**src/rtl/msg_scroll_disp.sv**
```systemverilog
// Scrolling seven-segment message display with a built-in button debouncer.
// Optional build macro PAUSE_BLINK_EN: blink the frozen window while paused.
module msg_scroll_disp #(
   parameter int DIGITS      = 4,
   parameter int MSG_LEN     = 8,
   parameter int REFRESH_DIV = 50000,
   parameter int SCROLL_DIV  = 25000000,
   parameter int DB_CYCLES   = 1000000
) (
   input  logic                       clk,
   input  logic                       reset,
   input  logic                       en,
   input  logic                       button,
   input  logic                       msg_wr,
   input  logic [$clog2(MSG_LEN)-1:0] msg_addr,
   input  logic [7:0]                 msg_data,
   output logic [DIGITS-1:0]          an,
   output logic [7:0]                 sseg,
   output logic [1:0]                 mode,
   output logic [$clog2(MSG_LEN)-1:0] pos
);

   localparam int AW = $clog2(MSG_LEN);
   localparam int DW = (DIGITS > 1) ? $clog2(DIGITS) : 1;
   localparam int RW = (REFRESH_DIV > 1) ? $clog2(REFRESH_DIV) : 1;
   localparam int SW = (SCROLL_DIV > 1) ? $clog2(SCROLL_DIV) : 1;
   localparam int BW = $clog2(DB_CYCLES + 1);

   localparam logic [1:0] ST_STATIC = 2'b00;
   localparam logic [1:0] ST_SCROLL = 2'b01;
   localparam logic [1:0] ST_PAUSE  = 2'b10;
   localparam logic [1:0] ST_BLANK  = 2'b11;

   localparam logic [AW:0]   MSG_N   = (AW+1)'(MSG_LEN);
   localparam logic [AW-1:0] P_LAST  = AW'(MSG_LEN - 1);
   localparam logic [DW-1:0] D_LAST  = DW'(DIGITS - 1);
   localparam logic [RW-1:0] R_LAST  = RW'(REFRESH_DIV - 1);
   localparam logic [SW-1:0] S_LAST  = SW'(SCROLL_DIV - 1);
   localparam logic [BW-1:0] DB_MAX  = BW'(DB_CYCLES);
   localparam logic [BW-1:0] DB_LAST = BW'(DB_CYCLES - 1);

   logic [1:0]          r_sync;
   logic [BW-1:0]       r_db_cnt;
   logic                r_db_tick;
   logic [1:0]          r_mode;
   logic [AW-1:0]       r_pos;
   logic [SW-1:0]       r_scnt;
   logic [RW-1:0]       r_ref;
   logic [DW-1:0]       r_dig;
   logic [DIGITS-1:0]   r_an;
   logic [7:0]          r_sseg;
   logic [7:0]          r_msg [MSG_LEN];

   logic                w_scnt_term;
   logic                w_hide;
   logic [AW:0]         w_sum;
   logic [AW:0]         w_idx;

   assign w_scnt_term = (r_scnt == S_LAST);
   assign w_sum       = {1'b0, r_pos} + (AW+1)'(r_dig);
   assign w_idx       = (w_sum >= MSG_N) ? (w_sum - MSG_N) : w_sum;

`ifdef PAUSE_BLINK_EN
   logic r_blink;
   assign w_hide = (r_mode == ST_PAUSE) && r_blink;
`else
   assign w_hide = 1'b0;
`endif

   // Counter saturates at DB_CYCLES so a held button yields a single tick.
   always_ff @(posedge clk) begin
      if (reset) begin
         r_sync    <= '0;
         r_db_cnt  <= '0;
         r_db_tick <= 1'b0;
      end else begin
         r_sync    <= {r_sync[0], button};
         r_db_tick <= r_sync[1] && (r_db_cnt == DB_LAST);
         if (!r_sync[1])
            r_db_cnt <= '0;
         else if (r_db_cnt != DB_MAX)
            r_db_cnt <= r_db_cnt + 1'b1;
      end
   end

   // A debounced press coinciding with the scroll terminal count discards the step.
   always_ff @(posedge clk) begin
      if (reset) begin
         r_mode <= ST_STATIC;
         r_pos  <= '0;
         r_scnt <= '0;
`ifdef PAUSE_BLINK_EN
         r_blink <= 1'b0;
`endif
      end else begin
         case (r_mode)
            ST_STATIC: begin
               r_pos  <= '0;
               r_scnt <= '0;
            end
            ST_SCROLL: begin
               if (en) begin
                  if (w_scnt_term) begin
                     r_scnt <= '0;
                     if (!r_db_tick)
                        r_pos <= (r_pos == P_LAST) ? '0 : r_pos + 1'b1;
                  end else begin
                     r_scnt <= r_scnt + 1'b1;
                  end
               end
            end
`ifdef PAUSE_BLINK_EN
            ST_PAUSE: begin
               if (en) begin
                  if (w_scnt_term) begin
                     r_scnt  <= '0;
                     r_blink <= ~r_blink;
                  end else begin
                     r_scnt <= r_scnt + 1'b1;
                  end
               end
            end
`endif
            default: ;
         endcase
         if (r_db_tick) begin
            r_mode <= r_mode + 2'd1;
            if (r_mode == ST_BLANK)
               r_pos <= '0;
`ifdef PAUSE_BLINK_EN
            r_blink <= 1'b0;
`endif
         end
      end
   end

   always_ff @(posedge clk) begin
      if (reset) begin
         r_ref  <= '0;
         r_dig  <= '0;
         r_an   <= '1;
         r_sseg <= 8'hFF;
      end else if (!en || (r_mode == ST_BLANK)) begin
         r_an   <= '1;
         r_sseg <= 8'hFF;
      end else begin
         if (r_ref == R_LAST) begin
            r_ref <= '0;
            r_dig <= (r_dig == D_LAST) ? '0 : r_dig + 1'b1;
         end else begin
            r_ref <= r_ref + 1'b1;
         end
         if (w_hide) begin
            r_an   <= '1;
            r_sseg <= 8'hFF;
         end else begin
            r_an   <= ~(DIGITS'(1) << r_dig);
            r_sseg <= r_msg[w_idx[AW-1:0]];
         end
      end
   end

   always_ff @(posedge clk) begin
      if (reset) begin
         for (int unsigned i = 0; i < MSG_LEN; i++)
            r_msg[i] <= 8'hFF;
         r_msg[0] <= 8'hF9;
         r_msg[1] <= 8'h89;
      end else if (msg_wr && ({1'b0, msg_addr} < MSG_N)) begin
         r_msg[msg_addr] <= msg_data;
      end
   end

   assign an   = r_an;
   assign sseg = r_sseg;
   assign mode = r_mode;
   assign pos  = r_pos;

endmodule

```
**config.mk**
```make
export PLATFORM = sky130hd
export DESIGN_NAME = msg_scroll_disp
export DESIGN_NICKNAME = d
export VERILOG_FILES = /design/src/rtl/msg_scroll_disp.sv
export SDC_FILE = /design/constraint.sdc
export NUM_CORES = 1
export LEC_CHECK = 0
export ABC_CLOCK_PERIOD_IN_PS = 2580
export CORE_ASPECT_RATIO = 0.9
export CORE_UTILIZATION = 37
export CTS_CLUSTER_DIAMETER = 100
export DETAILED_ROUTE_END_ITERATION = 12
export DONT_BUFFER_PORTS = 1
export HOLD_SLACK_MARGIN = 0.03
export SYNTH_ARGS = -nofsm -noshare
export SYNTH_HDL_FRONTEND = slang
export SYNTH_SLANG_ARGS = --single-unit
```
**constraint.sdc**
```tcl
create_clock -name clk -period 2.58 [get_ports clk]
set_input_delay 0.645 -clock clk [delete_from_list [all_inputs] [get_ports clk]]
set_output_delay 0.645 -clock clk [all_outputs]
set_load 0.03 [all_outputs]
```
Word level (Yosys, flattened, before mapping) --
Memories as Yosys holds them, arrays and structs flattened. A register that Yosys moved wholly into a read port is not among the register bits. Cells that the tools add are included.
Word-level totals: register bits 75, memories 1, memory bits (writable) 64, input port bits 16, output and inout port bits 17
Cells by class: muxes and demuxes 23, order comparisons 1, shift-type cells 1, reductions and logical operators 10, bitwise operators 5, add/subtract/negate cells 8, equal/unequal tests 9
Memories:
- r_msg | depth 8, width 8, rd ports 1, clocked after memory_dff 1, write ports 8, RTL line 52 | logic [7:0] r_msg [MSG_LEN];
Operator list (number):
- two-way mux 25 bit | 2
- case mux 25 bit (2 select lines) | 1
- adder 25 x 1 -> 25 bit (second input constant) | 1
- == test 25 bit (second input constant) | 1
- two-way mux 3 bit | 8
- two-way mux 8 bit | 3
- adder 20 x 1 -> 20 bit (second input constant) | 1
- == test 20 bit (second input constant) | 1
- inequality test 20 bit (second input constant) | 1
- adder 16 x 1 -> 16 bit (second input constant) | 1
- == test 16 bit (second input constant) | 1
- two-way mux 16 bit | 1
- OR reduction 8 bit | 1
- two-way mux 1 bit | 6
- case mux 3 bit (2 select lines) | 1
- adder 2 x 1 -> 2 bit (second input constant) | 2
- adder 3 x 2 -> 4 bit | 1
- == test 2 bit (second input constant) | 2
- greater-or-equal comparator 4 bit (second input constant) | 1
- NOT 4 bit | 1
- AND reduction 2 bit | 2
- OR reduction 2 bit | 2
- left shift 1 x 2 -> 4 bit (first input constant) | 1
- adder 3 x 1 -> 3 bit (second input constant) | 1
- 12 further kinds | 14

Longest topological paths before layout --
depth after elaboration 8, depth in mapped cells 8, depth with buffers taken out 7

Worst setup path before layout --
OpenSTA, ideal clock, no wires.
kind flip-flop to flip-flop, from register r_pos[0], in the netlist pos[0], to register r_sseg[5], in the netlist sseg[5] (read register of r_msg), clock period less this slack 2.378 ns, setup slack 0.202 ns, data required time 2.443 ns, buffers on the path 2, stages on the path, launching flop included 8, library setup time 0.137 ns, arrival time 2.241 ns, path through dfxtp_1 -> ha_1 -> fa_1 -> buf_1 -> clkbuf_1 -> mux4_2 -> nand2_1 -> nand3_1
Between the ends: longest elaborated chain between the ends 3
RTL lines:
- from (decl) | RTL line 46 | logic [AW-1:0] r_pos;
- from (signal assigned) | RTL line 106 | r_pos <= (r_pos == P_LAST) ? '0 : r_pos + 1'b1;
- adder 3 x 2 -> 4 bit (*) | RTL line 60 | assign w_sum = {1'b0, r_pos} + (AW+1)'(r_dig);
- greater-or-equal comparator 4 bit / subtractor 3 x 1 -> 3 bit (equally long branches) | RTL line 61 | assign w_idx = (w_sum >= MSG_N) ? (w_sum - MSG_N) : w_sum;
- two-way mux 3 bit (*) | RTL line 61
- to (decl) | RTL line 51 | logic [7:0] r_sseg;
Mark *: on every way between the ends. The rest lies on a longest branch, timed or not. A chain may end at the register's enable or synchronous reset.

Final worst setup path --
from register r_mode[1], in the netlist mode[1], to register r_scnt[20]
Between the ends: longest elaborated chain between the ends 3
RTL lines:
- from (decl) | RTL line 45 | logic [1:0] r_mode;
- from (signal assigned) | RTL line 127 | r_mode <= r_mode + 2'd1;
- == test 2 x 1 -> 1 bit / zero test 2 bit (equally long branches) | RTL line 96 | case (r_mode)
- inequality test 2 bit (no line) / nonzero test 2 bit (equally long branches)
- AND reduction 2 bit (no line)
- to (signal assigned) | RTL line 108 | r_scnt <= r_scnt + 1'b1;
- to (decl) | RTL line 47 | logic [SW-1:0] r_scnt;
Parallel ways exist; a longest one is shown, timed or not.

==> impl_results.md <==
- Asr flop ratio synth: 0%
- Status: completed
- Syn Nets: 639
- Die Wd: 144 µm
- TritonCTS clock tree: yes
- Nets: 652
- Final hold slack: 0.303 ns
- First-pass GRT wire length: 22.0 mm
- Core Region: 17600 µm²
- Reg power frac: 51.5%
- Ant. Diodes: 0
- Int Power: 3810 µW
- Resized Gates After CTS: 0
- RePlAce Congestion: 0.780
- First-pass DRT Iterations: 4
- Pin count of the biggest net entering global routing: 31
- FP Rows: 46
- Fmax: 440 MHz
- Finish-stage setup viols: 0
- Hold Buf Count CTS: 0
- CTS sink cnt: 147
- Routed len/inst: 15.1 µm
- Antenna violations before repair: 0
- Height of the chip: 129 µm
- Share of layout cells above drive strength 1: 15.6%
- RSZ-0062 raised after global routing: false
- Final Critical Period: 2.27 ns
- Worst reg2reg startpoint: mode[1]
- Leak Pwr: 0.00248 µW
- Vias in the first global route: 4356
- Grt ovf: 0
- Crit path launch: mode[1]
- Post-synthesis instance total: 608
- Clk_lat worst skew: 0.42 ns
- Post-detail-place hpwl: 9.27 mm
- Synthesis Warnings: 0
- Htree depth: 4
- Die area: 18600 µm²
- Final Max Slew Viols: 0
- Gate power share: 2.4%
- Fin. Hold Viols: 0
- Worst-path maximum fanout: 15
- Setup Skew: 0.00696 ns
- Port Buf Inserts: 0
- Synth Flop Type: dfxtp_1
- Hold Crit Start: reset
- Post-Route WL: 13.2 mm
- Cell taking the most area after synthesis: edfxtp_1
- VDD IR-drop max: 424 µV
- Post-synth EDFFs: 64
- Mean Syn Cell Area: 11.0 µm²
- Layout fillers: 1669
- Num CTS Buffers: 17
- Cell variety after synth: 50
- Ranking of synthesized cells by area: edfxtp_1 29%, dfxtp_1 25%, mux4_2 5.4%
- Critical Path RT: 2.87 ns
- Post-DRT Antenna Nets: 0
- Clock power frac: 46.1%
- Share of the synthesized area in the top cell type: 28.8%
- Initial Util: 37.9%
- Critical path arrival: 2.56 ns
- Period utilisation layout: 88.0%
- Slew margin rel.: 45.6%
- Ports: 33
- Hold Path Class: primary input to flip-flop
- Clock Tree Buf Depth: 2
- Sequential area share after synthesis: 53.7%
- Most common cell after layout, fill and taps aside: dfxtp_1
- Root Driver: clkbuf_16
- Startpoint types: flip-flop
- Clock slew at reported path FFs: 0.06 ns
- CP Capture Type: flip-flop
- Power per cell area: 655 nW/µm²
- Switching part of the total power: 22.8%
- Psw: 1120 µW
- Most frequent cells in the layout: 83 x dfxtp_1, 68 x nor2_1, 64 x edfxtp_1, 53 x nand2_1
- MaxCap Viol Count: 0
- Global-route usage over all layers: 15.6%
- Area Overhead vs Synth: 12.9%
- DRT iter0 DRCs: 222
- Via density: 5.07
- CP Class: flip-flop to flip-flop
- Cell Area, Synth: 6680 µm²
- Flops & latches, synth: 147
- # DRC: 0
- Slew at the pin with the worst max-slew slack: 0.810 ns
- Setup tns final: 0 ns
- Setup bufs post-CTS: 0
- Via count: 4427
[state kept, by name, summed over array words and instances (netlist names)]
name	count
r_msg	64
r_scnt	25
r_db_cnt	20
r_ref	16
sseg	8
an	4
pos	3
mode	2
r_dig	2
r_sync	2
r_db_tick	1
[cells in the mapped netlist, types with 4 or more instances]
cell,instances
nor2_1,68
and3_1,11
nor3b_1,6
a31oi_1,6
nand2b_1,33
nor3_1,12
xnor2_1,16
dfxtp_1,83
edfxtp_1,64
nand3b_1,9
a21oi_1,10
nor4b_1,5
inv_1,11
mux4_2,16
or2_2,27
nand4_1,15
nand2_1,53
ha_1,14
nand3_1,34
clkbuf_1,10
buf_2,7
and2_1,7
xor2_1,34
mux2i_1,4
nor2b_1,6
o21ai_0,4
or3_1,12
[routing by layer]
layer	track usage, %	up-vias	share of wire (%)
li1	-	2176	-
met1	20.6	2151	47
met2	24.8	89	48
met3	4.07	11	4.6
met4	5.69	0	0.88
met5	0	-	0
[final timing paths]
path                                    to  slack [ns]  cells past startpoint
worst max-delay path            r_scnt[20]        0.31                      7
worst min-delay path             r_sync[1]        0.30                      1
worst max register to register  r_scnt[20]        0.31                      7
worst min register to register   r_sync[1]        0.44                      1
[cell families (layout without fill, tap and decap cells)]
family,Yosys count,in the layout,synth area share (%)
muxes,22,22,6.50
xor gates and xnor gates,50,50,6.56
buffers and inverters,32,58,2.10
DFF,147,147,53.7
adders and majority gates,15,15,2.92
and+or+nand+nor,314,314,25.5
AOI/OAI and AO/OA,28,28,2.68
[critical path, stage by stage, from the launching register on]
cell     delay [ns]
dfxtp_1        0.55
inv_1          0.12
ha_1           0.26
mux2i_4        0.30
nor4_4         0.50
nand4_1        0.18
xor2_1         0.18
nor2_1         0.05
[per-stage QoR]
step                setup slack (ns)  cells  util [%]  instance area [µm²]  power, µW
finish                         0.310    874      42.8                 7540       4930
global placement               0.341    842      39.7                 6990       2700
detailed placement             0.281    842      39.7                 6990       2710
floorplan                      0.202    608         -                 6680       2680
CTS                            0.273    874      42.8                 7540       4990
global route                  0.0981    874      42.8                 7540       5130
[cell type report]
class	instances	area (µm²)	area share [%]
flip-flops and latches	147	3580	47.5
multi-input cells	429	2950	39.2
clock buffers	17	425	5.64
clock inverters	15	124	1.64
repair buffers	15	113	1.49
inverters	11	41.3	0.548
well taps	240	300	3.98
[power groups by stage]
stage	Sequential [µW]	Clock (µW)	Combinational, µW
floorplan	2580	0	97.6
global placement	2590	0	116
detailed placement	2590	0	120
CTS	2540	2330	121
global route	2550	2450	131
finish	2540	2270	119
No activity file was read; power rests on OpenSTA's default activity.
